**src/rtl/maxpool_cfg_sequencer.sv**
```systemverilog
`default_nettype none
// +----------------------------------------------------------------------------+
// | maxpool_cfg_sequencer : AXI4-Lite master that writes, verifies and starts   |
// | the maxpool engine, then polls its done bit. Option: MAXPOOL_SEQ_POLL_TIMEOUT_EN |
// | Rev 1.0                                                                     |
// +----------------------------------------------------------------------------+
module maxpool_cfg_sequencer #(
  parameter int                    ADDR_WIDTH  = 32,
  parameter int                    DATA_WIDTH  = 32,
  parameter logic [ADDR_WIDTH-1:0] BASE_ADDR   = ADDR_WIDTH'(32'h4000_0000),
  parameter int                    NUM_REGS    = 4,
  parameter logic [DATA_WIDTH-1:0] DATA_SEED   = DATA_WIDTH'(32'hA5A5_0000),
  parameter logic [ADDR_WIDTH-1:0] CTRL_OFFSET = ADDR_WIDTH'(32'h40),
  parameter logic [ADDR_WIDTH-1:0] STAT_OFFSET = ADDR_WIDTH'(32'h44),
  parameter int                    POLL_LIMIT  = 1024
) (
  input  logic                    ACLK,
  input  logic                    ARESETN,
  input  logic                    INIT_AXI_TXN,
  output logic                    TXN_DONE,
  output logic                    ERROR,
  output logic [ADDR_WIDTH-1:0]   AWADDR,
  output logic [2:0]              AWPROT,
  output logic                    AWVALID,
  input  logic                    AWREADY,
  output logic [DATA_WIDTH-1:0]   WDATA,
  output logic [DATA_WIDTH/8-1:0] WSTRB,
  output logic                    WVALID,
  input  logic                    WREADY,
  input  logic [1:0]              BRESP,
  input  logic                    BVALID,
  output logic                    BREADY,
  output logic [ADDR_WIDTH-1:0]   ARADDR,
  output logic [2:0]              ARPROT,
  output logic                    ARVALID,
  input  logic                    ARREADY,
  input  logic [DATA_WIDTH-1:0]   RDATA,
  input  logic [1:0]              RRESP,
  input  logic                    RVALID,
  output logic                    RREADY
);

  localparam int                    IDX_W     = $clog2(NUM_REGS) + 1;
  localparam logic [IDX_W-1:0]      LAST_IDX  = IDX_W'(NUM_REGS - 1);
  localparam logic [ADDR_WIDTH-1:0] CTRL_ADDR = BASE_ADDR + CTRL_OFFSET;
  localparam logic [ADDR_WIDTH-1:0] STAT_ADDR = BASE_ADDR + STAT_OFFSET;

  localparam logic [2:0] S_IDLE = 3'd0;
  localparam logic [2:0] S_WR   = 3'd1;
  localparam logic [2:0] S_RD   = 3'd2;
  localparam logic [2:0] S_GO   = 3'd3;
  localparam logic [2:0] S_POLL = 3'd4;
  localparam logic [2:0] S_DONE = 3'd5;

  logic [1:0]            init_sync_q, init_sync_d;
  logic                  start_q, start_d;
  logic [2:0]            state_q, state_d;
  logic [IDX_W-1:0]      idx_q, idx_d;
  logic                  awvalid_q, awvalid_d;
  logic                  wvalid_q, wvalid_d;
  logic                  bready_q, bready_d;
  logic                  arvalid_q, arvalid_d;
  logic                  rready_q, rready_d;
  logic [ADDR_WIDTH-1:0] awaddr_q, awaddr_d;
  logic [DATA_WIDTH-1:0] wdata_q, wdata_d;
  logic [ADDR_WIDTH-1:0] araddr_q, araddr_d;
  logic                  error_q, error_d;
  logic                  txn_done_q, txn_done_d;

  logic                  b_hs;
  logic                  r_hs;
  logic [IDX_W-1:0]      idx_inc;

`ifdef MAXPOOL_SEQ_POLL_TIMEOUT_EN
  localparam int            PC_W    = $clog2(POLL_LIMIT + 1);
  localparam logic [PC_W-1:0] PC_LAST = PC_W'(POLL_LIMIT - 1);
  logic [PC_W-1:0]          poll_cnt_q, poll_cnt_d;
`else
  logic                     unused_poll_limit;
  assign unused_poll_limit = ^POLL_LIMIT;
`endif

  function automatic logic [ADDR_WIDTH-1:0] cfg_addr(input logic [IDX_W-1:0] i);
    return BASE_ADDR + (ADDR_WIDTH'(i) << 2);
  endfunction

  function automatic logic [DATA_WIDTH-1:0] cfg_data(input logic [IDX_W-1:0] i);
    return DATA_SEED + DATA_WIDTH'(i);
  endfunction

  assign b_hs    = BVALID & bready_q;
  assign r_hs    = RVALID & rready_q;
  assign idx_inc = idx_q + IDX_W'(1);

  always_comb begin
    init_sync_d = {init_sync_q[0], INIT_AXI_TXN};
    start_d     = init_sync_q[0] & ~init_sync_q[1];
    state_d     = state_q;
    idx_d       = idx_q;
    // Each channel lowers its own VALID/READY once its handshake completes.
    awvalid_d   = awvalid_q & ~AWREADY;
    wvalid_d    = wvalid_q & ~WREADY;
    bready_d    = bready_q & ~BVALID;
    arvalid_d   = arvalid_q & ~ARREADY;
    rready_d    = rready_q & ~RVALID;
    awaddr_d    = awaddr_q;
    wdata_d     = wdata_q;
    araddr_d    = araddr_q;
    error_d     = error_q;
    txn_done_d  = 1'b0;
`ifdef MAXPOOL_SEQ_POLL_TIMEOUT_EN
    poll_cnt_d  = poll_cnt_q;
`endif

    if (b_hs && (BRESP != 2'b00)) error_d = 1'b1;
    if (r_hs && (RRESP != 2'b00)) error_d = 1'b1;

    // The next transaction is launched in the completion cycle of the last one.
    case (state_q)
      S_IDLE: begin
        if (start_q) begin
          state_d   = S_WR;
          idx_d     = '0;
          error_d   = 1'b0;
          awvalid_d = 1'b1;
          wvalid_d  = 1'b1;
          bready_d  = 1'b1;
          awaddr_d  = cfg_addr('0);
          wdata_d   = cfg_data('0);
        end
      end
      S_WR: begin
        if (b_hs) begin
          if (idx_q == LAST_IDX) begin
            state_d   = S_RD;
            idx_d     = '0;
            arvalid_d = 1'b1;
            rready_d  = 1'b1;
            araddr_d  = cfg_addr('0);
          end else begin
            idx_d     = idx_inc;
            awvalid_d = 1'b1;
            wvalid_d  = 1'b1;
            bready_d  = 1'b1;
            awaddr_d  = cfg_addr(idx_inc);
            wdata_d   = cfg_data(idx_inc);
          end
        end
      end
      S_RD: begin
        if (r_hs) begin
          if (RDATA != cfg_data(idx_q)) error_d = 1'b1;
          if (idx_q == LAST_IDX) begin
            state_d   = S_GO;
            awvalid_d = 1'b1;
            wvalid_d  = 1'b1;
            bready_d  = 1'b1;
            awaddr_d  = CTRL_ADDR;
            wdata_d   = DATA_WIDTH'(1);
          end else begin
            idx_d     = idx_inc;
            arvalid_d = 1'b1;
            rready_d  = 1'b1;
            araddr_d  = cfg_addr(idx_inc);
          end
        end
      end
      S_GO: begin
        if (b_hs) begin
          state_d   = S_POLL;
          arvalid_d = 1'b1;
          rready_d  = 1'b1;
          araddr_d  = STAT_ADDR;
`ifdef MAXPOOL_SEQ_POLL_TIMEOUT_EN
          poll_cnt_d = '0;
`endif
        end
      end
      S_POLL: begin
        if (r_hs) begin
          if (RDATA[0]) begin
            state_d    = S_DONE;
            txn_done_d = 1'b1;
          end else begin
`ifdef MAXPOOL_SEQ_POLL_TIMEOUT_EN
            if (poll_cnt_q == PC_LAST) begin
              state_d    = S_DONE;
              txn_done_d = 1'b1;
              error_d    = 1'b1;
            end else begin
              poll_cnt_d = poll_cnt_q + PC_W'(1);
              arvalid_d  = 1'b1;
              rready_d   = 1'b1;
            end
`else
            arvalid_d = 1'b1;
            rready_d  = 1'b1;
`endif
          end
        end
      end
      S_DONE:  state_d = S_IDLE;
      default: state_d = S_IDLE;
    endcase
  end

  // Edge detector resets to "high" so an INIT held across reset is not a start.
  always_ff @(posedge ACLK or negedge ARESETN) begin
    if (!ARESETN) begin
      init_sync_q <= 2'b11;
      start_q     <= 1'b0;
      state_q     <= S_IDLE;
      idx_q       <= '0;
      awvalid_q   <= 1'b0;
      wvalid_q    <= 1'b0;
      bready_q    <= 1'b0;
      arvalid_q   <= 1'b0;
      rready_q    <= 1'b0;
      awaddr_q    <= '0;
      wdata_q     <= '0;
      araddr_q    <= '0;
      error_q     <= 1'b0;
      txn_done_q  <= 1'b0;
    end else begin
      init_sync_q <= init_sync_d;
      start_q     <= start_d;
      state_q     <= state_d;
      idx_q       <= idx_d;
      awvalid_q   <= awvalid_d;
      wvalid_q    <= wvalid_d;
      bready_q    <= bready_d;
      arvalid_q   <= arvalid_d;
      rready_q    <= rready_d;
      awaddr_q    <= awaddr_d;
      wdata_q     <= wdata_d;
      araddr_q    <= araddr_d;
      error_q     <= error_d;
      txn_done_q  <= txn_done_d;
    end
  end

`ifdef MAXPOOL_SEQ_POLL_TIMEOUT_EN
  always_ff @(posedge ACLK or negedge ARESETN) begin
    if (!ARESETN) poll_cnt_q <= '0;
    else          poll_cnt_q <= poll_cnt_d;
  end
`endif

  assign TXN_DONE = txn_done_q;
  assign ERROR    = error_q;
  assign AWADDR   = awaddr_q;
  assign AWPROT   = 3'b000;
  assign AWVALID  = awvalid_q;
  assign WDATA    = wdata_q;
  assign WSTRB    = '1;
  assign WVALID   = wvalid_q;
  assign BREADY   = bready_q;
  assign ARADDR   = araddr_q;
  assign ARPROT   = 3'b000;
  assign ARVALID  = arvalid_q;
  assign RREADY   = rready_q;

endmodule
`default_nettype wire

```
**config.mk**
```make
export PLATFORM = sky130hd
export DESIGN_NAME = maxpool_cfg_sequencer
export DESIGN_NICKNAME = d
export VERILOG_FILES = /design/src/rtl/maxpool_cfg_sequencer.sv
export SDC_FILE = /design/constraint.sdc
export NUM_CORES = 1
export LEC_CHECK = 0
export CORE_MARGIN = 3
export CORE_UTILIZATION = 30
export DETAILED_ROUTE_END_ITERATION = 7
export PLACE_DENSITY_LB_ADDON = 0.1
export SYNTH_ARGS = -nofsm -noshare
export SYNTH_HDL_FRONTEND = slang
export SYNTH_SLANG_ARGS = --single-unit
```
**constraint.sdc**
```tcl
create_clock -name ACLK -period 2.4 [get_ports ACLK]
set_input_delay 0.48 -clock ACLK [delete_from_list [all_inputs] [get_ports ACLK]]
set_output_delay 0.48 -clock ACLK [all_outputs]
set_load 0.03 [all_outputs]
```
Word level (Yosys, flattened, before mapping)
Cells that the tools add are included.
{"block": "classes", "n_addsub": 4, "eq_ne": 16, "n_mux": 75, "bitwise": 14, "n_reduce_logical": 11}
{"cell": "$mux W32", "n": 14}
{"cell": "$pmux W32 S3", "n": 3}
{"cell": "$add A32 B3 Y32 const A", "n": 2}
{"cell": "$mux W3", "n": 13}
{"cell": "$mux W1", "n": 37}
{"cell": "$add A31 B5 Y32 const A", "n": 1}
{"cell": "$ne A32 B32 Y1", "n": 1}
{"cell": "$ne A2 B2 Y1 const B", "n": 10}
{"cell": "$pmux W3 S5", "n": 1}
{"cell": "$reduce_and A6 Y1", "n": 2}
{"cell": "$eq A3 B2 Y1 const B", "n": 3}
{"cell": "$pmux W1 S3", "n": 3}
{"cell": "$pmux W3 S3", "n": 1}
{"cell": "$and A1 B1 Y1", "n": 8}
{"cell": "$pmux W1 S4", "n": 2}
{"cell": "$reduce_and A8 Y1", "n": 1}
{"cell": "$not A1 Y1", "n": 6}
{"cell": "$reduce_bool A3 Y1", "n": 2}
{"cell": "$reduce_and A5 Y1", "n": 1}
{"cell": "$reduce_bool A2 Y1", "n": 2}
{"cell": "$add A3 B1 Y3 const B", "n": 1}
{"cell": "$eq A3 B1 Y1 const B", "n": 1}
{"cell": "$eq A3 B3 Y1 const B", "n": 1}
{"cell": "$logic_not A3 Y1", "n": 1}
{"cell": "other kinds (2)", "n": 3}
{"block": "totals", "reg_bits": 112, "in_bits": 44, "output_inout_bits": 113, "word_cells": 134}

Longest topological paths before layout
Gate-level depths: netlist (run 1).
{"block": "depth", "depth_word": 7, "mapped_depth": 8, "ltp_nobuf": 6}

Worst setup path after synthesis (run 1)
Ideal clock, no wire load.
{"block": "synth_timing", "path_kind": "reg2reg", "start": "register idx_q[0]", "end": "register araddr_q[2] (netlist: ARADDR[2])", "arrival_time_ps": 1863, "slack_ps": 412, "stages_incl_launch_ff": 7, "synth_period_minus_slack_ps": 1988, "path_cell_list": "dfrtp_1 > ha_1 > ha_1 > clkbuf_2 > or3_1 > a21o_1 > mux2_4"}
{"block": "synth_between", "elab_chain_len": 5, "word_cells_on_any_way": 9}
{"item": "start, declared", "line": "58", "text": "logic [IDX_W-1:0] idx_q, idx_d;"}
{"item": "start signal, assigned", "line": "228", "text": "idx_q <= idx_d;"}
{"item": "$add A3 B1 Y3", "line": "93", "text": "assign idx_inc = idx_q + IDX_W'(1);"}
{"item": "$add A31 B5 Y32", "line": "84", "text": "return BASE_ADDR + (ADDR_WIDTH'(i) << 2);"}
{"item": "$mux W32", "line": "153", "text": "if (idx_q == LAST_IDX) begin"}
{"item": "$mux W32", "line": "151", "text": "if (r_hs) begin"}
{"item": "$pmux W32 S3", "line": "119", "text": "case (state_q)"}
{"item": "end signal, assigned", "line": "236", "text": "araddr_q <= araddr_d;"}
{"item": "end, declared", "line": "66", "text": "logic [ADDR_WIDTH-1:0] araddr_q, araddr_d;"}
Parallel ways exist; a longest one is shown, timed or not. The select of a mux whose other input is x is not followed.
A chain may end at the register's enable or synchronous reset.

Worst setup path after layout (run 1)
{"block": "layout_timing", "start": "register idx_q[1]", "end": "register araddr_q[2] (netlist: ARADDR[2])"}
{"block": "layout_between", "elab_chain_len": 3, "word_cells_on_any_way": 4}
{"item": "$eq A3 B2 Y1 *", "line": "134, 153"}
{"item": "$ne A2 B2 Y1 (no source line)"}
{"item": "$reduce_and A6 Y1 (no source line) *"}
Mark *: on every way between the ends. The rest lies on a longest branch, timed or not.

==> metrics, run 1 <==
Die Wd 90.5 um; vias in the first global route 1449; WL final 4540 um; critical path launch point idx_q[1]$_DFFE_PN0P_; CTS resizes 0; filler instances 733; clock latency on the worst-skew pair about 0.28 ns; outcome complete, no violations; HP Class reg -> reg; Avg Inst Size Synth 8.96 sq um; Multi-input gate area between 900 and 1000 sq um; CP Max Fanout 8; Worst Max-Slew Pin Slew 0.542 ns; ys async rst share 1.00; CP Cell Sequence ha_1, ha_1, or3_1, a21o_1, mux2_4; DR WL/cell 11.3 um; Sink Count 28; Max rail drop VDD 0.203 mV; global-route wire length before repair 6980 um; 1st-pass router iterations 4; clock period minus worst slack 2.03 ns; period utilisation layout 0.847; filler-free cell count of the finished design 401; startpoint types register; Initial Util 0.312; most frequent CP cell ha_1; switching share of power 0.453; flops & latches, synth 28; HP Start init_sync_q[0]$_DFF_PN1_; Max Freq slightly below 500 MHz; Total Routing Usage GR 0.105; Post-CTS Setup Inserts 0; largest net degree at the start of global routing 29; I/O pin total between 150 and 200; register area share after synthesis 0.328; I/O Buffers 71; placed wire-length estimate 3820 um; initial antenna violation count 0; Cell variety after synth 44; detailed router's first-iteration violation count 49; critical path required time around 2.6 ns; drt via density 3.97; cell area after synthesis 2140 sq um; Residual DRC 0; CP max stage cell or3_1; P_sw 0.00101 W; Lkg Pwr roughly 1.3 nW; TritonCTS buffer count 3; setup TNS 0 ns; Finish-stage setup viols 0; cts hold-fix bufs 0; post-placement cell count slightly below 400; H-tree depth 1; cells after synthesis 239; GRT overflow 0; Top FF cell, synth dfrtp_1; Power Total 0.00223 W; sequential cell fraction of total power 0.332; crit path DAT about 2.2 ns; # diodes 0; Yosys Warn Count 0; GP Congestion 0.806; antenna-violating nets left 0; Layout Skew 0.0157 ns; Layout Nets 353; pre-CTS WS 0.243 ns; PD cells 836 nW/um^2; Final Hold Fails 0; relative slew slack 0.638; max cap viols 0; nature of the critical path endpoint register; Core ar. 6870 sq um; die area 8190 sq um; CP peak stage delay 0.43 ns; row cnt 30; worst reg2reg startpoint idx_q[1]$_DFFE_PN0P_; Via Count around 1600; Layout area overhead 24.4%; Post-synth EDFFs 0; Clk pwr share 0.132; share of layout cells above drive strength 1 0.0525; Root Driver clkbuf_8; CTS tree done; Comb power frac 0.536; Reg area 703 sq um; Die Span Y just over 90 um; clk buf depth 2; clock-pin transition on the worst setup and hold timing paths 0.10 ns; RSZ-0062 raised after global routing false; Setup WS post-layout 0.368 ns; fin. max-slew vios 0; Cell Int Power 0.00122 W; Crit Path Class reg -> reg
## path summary, 6_finish.rpt
kind	depth (start not counted)	slack, ns	to
worst min register to register	0	0.37	init_sync_q[1]$_DFF_PN1_
max in group asynchronous	2	1.50	init_sync_q[0]$_DFF_PN1_
worst min-delay path	0	0.37	init_sync_q[1]$_DFF_PN1_
min in group asynchronous	2	0.57	AWVALID$_DFF_PN0_
worst max-delay path	5	0.37	ARADDR[2]$_DFFE_PN0P_
worst max register to register	5	0.37	ARADDR[2]$_DFFE_PN0P_
## state kept, by name, summed over array words and instances, names as in the netlist
signal       cells
init_sync_q      2
RREADY           1
state_q          3
BREADY           1
idx_q            3
AWADDR           5
ARVALID          1
WDATA            2
TXN_DONE         1
start_q          1
ARADDR           5
AWVALID          1
WVALID           1
ERROR            1
## worst max-delay path: cells and delay by family, from the launching register on
kind                       cells  cell delay (ns)
adders and majority gates      2             0.50
and+or+nand+nor                1             0.43
DFF                            1             0.42
muxes                          1             0.31
AOI/OAI and AO/OA              1             0.25
## power groups by stage
stage	sequential (W)	combinational, W	clock, W
floorplan	0.000910	0.000704	0
global placement	0.000754	0.00121	0
detailed placement	0.000750	0.00120	0
CTS	0.000741	0.00121	0.000304
global route	0.000765	0.00130	0.000318
finish	0.000740	0.00119	0.000294
## layer usage
metal	vias to the layer above	GRT usage	wire (um)
met4	0	0.0306	48
met3	5	0.0342	570
met2	108	0.169	2060
met5	-	0	0
li1	766	-	-
met1	713	0.133	1860
## synth_stat cells (3+ instances only)
cell | count | area, sq um
nor3_1 | 4 | 20.0
mux2i_1 | 3 | 30.0
nand2b_1 | 3 | 18.8
a31oi_1 | 4 | 25.0
clkbuf_1 | 3 | 11.3
nor2_1 | 7 | 26.3
ha_1 | 3 | 37.5
nor4_1 | 6 | 37.5
dfrtp_1 | 26 | 651
o2bb2ai_1 | 3 | 26.3
nand4b_1 | 3 | 26.3
buf_4 | 94 | 706
o21ai_0 | 8 | 40.0
a21o_1 | 3 | 22.5
nand4_1 | 4 | 25.0
xor2_1 | 3 | 26.3
a21oi_1 | 6 | 30.0
inv_1 | 13 | 48.8
nand2_1 | 11 | 41.3
## stage by stage
| step | hold slack [ns] | instance area (sq um) | utilization |
|---|---|---|---|
| final | 0.367 | 2660 | 0.388 |
| after global routing | 0.380 | 2660 | 0.388 |
| after CTS | 0.369 | 2660 | 0.388 |
| after detailed placement | 0.356 | 2610 | 0.380 |
| after global placement | 0.354 | 2610 | 0.380 |
| after floorplan | 0.184 | 2450 | - |
## cell families after synthesis
group | synth area share
compound gates | 0.115
xor+xnor | 0.0123
flops | 0.328
mux | 0.0281
other cells | 0.00351
simple gates | 0.133
fa+ha+maj | 0.0175
buf+inv | 0.362
## layout make-up
class | instances | share of cell area
repair buffers | 78 | 0.287
clock buffers | 4 | 0.0207
flip-flops and latches | 28 | 0.264
inverters | 13 | 0.0183
multi-input cells | 182 | 0.365
well taps | 96 | 0.0451
## placed cells by master (no fill, tap or decap), drive strengths merged, types with 2 or more instances in the layout
cell type      netlist  routed
inv                 13      13
ha                   3       3
a32o                 2       2
nand2               11      11
conb                 2      85
xor2                 3       3
o21ai                8       8
mux2i                3       3
nor4b                2       2
dfrtp               26      26
a21oi                6       6
mux2                 2       2
a31oi                4       4
nand3                2       2
nor4                 6       6
clkdlybuf4s50        0      71
nand2b               4       4
clkbuf               4       4
a21o                 3       3
buf                 95       7
o22ai                2       2
nor2                 7       7
dfstp                2       2
nand4b               3       3
nor3                 4       4
nand4                4       4
o2bb2ai              3       3
No activity file was read; power rests on OpenSTA's default activity.
==> run 2, diff against run 1 <==
==> constraint.sdc (replaced) <==
create_clock -name ACLK -period 1.7 [get_ports ACLK]
set_input_delay 0.34 -clock ACLK [delete_from_list [all_inputs] [get_ports ACLK]]
set_output_delay 0.34 -clock ACLK [all_outputs]
set_load 0.03 [all_outputs]
==> run 2 against run 1 <==
Compared with the run above: the run now ends with setup timing left; largest power group unchanged; power up 56%; worst hold slack got worse by 0.0012 ns; largest cell class unchanged; combinational power increased by 66%; sequential cell count stayed put; critical endpoint unchanged; wire length up 10%; first-iteration DRC count down 33%; count of clock-buffer cells in the layout down 1; register-to-register slack got worse by 0.41 ns; via count up 3.0%; final cell count rose by 5.5%.
==> metrics, run 2 (synthesis gave the netlist of run 1 again) <==
outcome finished with violations; failing checks setup timing; Die Wd 90.5 um; share of layout cells above drive strength 1 0.141; Clk pwr share 0.148; sequential cell fraction of total power 0.284; initial antenna violation count 0; Placed Area 2780 sq um; Worst path depth 5; DR WL/cell 11.9 um; nature of the critical path endpoint register; Final Cell Area 2900 sq um; CP peak stage delay ~0.42 ns; Core ar. 6870 sq um; Max Freq 573 MHz; Initial Util 0.312; 1st-pass router iterations 4; RSZ-0062 raised after global routing true; WL final 5010 um; Final Hold Fails 0; HP Class reg -> reg; Max rail drop VDD 0.479 mV; clock period minus worst slack 1.75 ns; CP Cell Sequence ha_4, ha_4, or3_4, a21o_4, mux2_4; H-tree depth 1; filler instances 718; Finish-stage setup viols 4; fin. max-slew vios 0; Die Span Y 90.5 um; GP Congestion 0.854; TritonCTS buffer count 3; detailed router's first-iteration violation count 33; Layout Skew 0.00953 ns; # diodes 0; die area 8190 sq um; placed wire-length estimate approximately 4200 um; Layout Nets between 300 and 400; Comb power frac 0.568; clock latency on the worst-skew pair 0.27 ns; CP bufs+invs 0; Crit Path Class reg -> reg; P_sw 0.00148 W; row cnt 30; Lkg Pwr 1.47 nW; most frequent cells in the layout conb_1, clkdlybuf4s50_1, buf_4; Root Driver clkbuf_8; CP Max Fanout 6; antenna-violating nets left 0; CP max stage cell dfrtp_1; CP delay by family, top flip-flops; Via Count roughly 1600; Power Total 0.00348 W; clk buf depth 2; Total Routing Usage GR 0.111; Sink Count 28; largest net degree at the start of global routing 29; max cap viols 0; cts hold-fix bufs 0; I/O pin total 157; filler-free cell count of the finished design 423; switching share of power 0.426; critical path required time around 1.9 ns; CTS tree done; I/O Buffers 71; Layout area overhead 35.5%; leading cell type in the layout, fill and taps excluded conb_1; worst-case reg-to-reg path depth 5; startpoint types register; vias in the first global route roughly 1500; Setup WS post-layout -0.0462 ns; clock-pin transition on the worst setup and hold timing paths 0.10 ns; crit path DAT 1.91 ns; period utilisation layout 1.03; hold path depth 0; drt via density 3.88; global-route wire length before repair ~7500 um; PD cells 1200 nW/um^2; post-placement cell count 417; most frequent CP cell ha_4; Residual DRC 0; Cell Int Power 0.00199 W; GRT overflow 0
-- run 2: stage by stage --
| step | setup WS, ns | hold WS [ns] | util | TNS [ns] |
|---|---|---|---|---|
| after floorplan | -0.200 | 0.0444 | - | -1.07 |
| after global placement | -0.276 | 0.355 | 0.405 | -3.28 |
| after detailed placement | -0.282 | 0.354 | 0.405 | -3.35 |
| after CTS | -0.0495 | 0.368 | 0.415 | -0.108 |
| after global routing | -0.0709 | 0.379 | 0.422 | -0.241 |
| final | -0.0462 | 0.366 | 0.422 | -0.105 |
-- run 2: per-layer routing --
metal | wire [um] | vias up | share of wire | track usage
met5 | 0 | - | 0 | 0
met4 | 7 | 0 | 0.0014 | 0.00765
met3 | 317 | 2 | 0.063 | 0.0275
met2 | 2620 | 70 | 0.52 | 0.194
met1 | 2070 | 765 | 0.41 | 0.144
li1 | - | 803 | - | -
-- run 2: path summary, 6_finish.rpt --
check / from / end / slack (ns)
max in group asynchronous: ARESETN / init_sync_q[0]$_DFF_PN1_ / 0.94
min reg2reg: init_sync_q[0]$_DFF_PN1_ / init_sync_q[1]$_DFF_PN1_ / 0.37
max: idx_q[1]$_DFFE_PN0P_ / ARADDR[2]$_DFFE_PN0P_ / -0.05
min: init_sync_q[0]$_DFF_PN1_ / init_sync_q[1]$_DFF_PN1_ / 0.37
max reg2reg: idx_q[1]$_DFFE_PN0P_ / ARADDR[2]$_DFFE_PN0P_ / -0.05
min in group asynchronous: ARESETN / ERROR$_DFF_PN0_ / 0.44
-- run 2: repair_timing --
item | 4_1_cts | 5_1_grt
pin swaps | 2 | 3
cloned | 0 | 0
buffers inserted | 0 | 2
endpoints found under the setup margin | 20 | 19
gates resized for setup | 16 | 10
-- run 2: power groups by stage --
| stage | Combinational, W | Clock [W] | Sequential [W] |
|---|---|---|---|
| 6_report | 0.00198 | 0.000514 | 0.000986 |
| 5_1_grt | 0.00214 | 0.000559 | 0.00102 |
| 4_1_cts | 0.00195 | 0.000540 | 0.000984 |
| 3_5_place_dp | 0.00196 | 0 | 0.000999 |
| 3_3_place_gp | 0.00196 | 0 | 0.00100 |
| 2_1_floorplan | 0.00104 | 0 | 0.00129 |
-- run 2: final cells by class --
class                           count  area [sq um]  share of cell area
Tap cell                           96           120              0.0414
Clock inverter                      1          30.0              0.0103
Inverter                           13          48.8              0.0168
Timing Repair Buffer              100           925               0.319
Clock buffer                        3          41.3              0.0142
Sequential cell                    28           703               0.242
Multi-Input combinational cell    182          1030               0.356
==> run 3, diff against run 2 <==
--- a/config.mk
+++ b/config.mk
@@ -8,6 +8,7 @@
 export CORE_MARGIN = 3
 export CORE_UTILIZATION = 30
 export DETAILED_ROUTE_END_ITERATION = 7
+export HOLD_SLACK_MARGIN = 0.05
 export PLACE_DENSITY_LB_ADDON = 0.1
 export SYNTH_ARGS = -nofsm -noshare
 export SYNTH_HDL_FRONTEND = slang
==> results of run 3 <==
No change in the layout: final DEF, timing and power equal those of run 2.
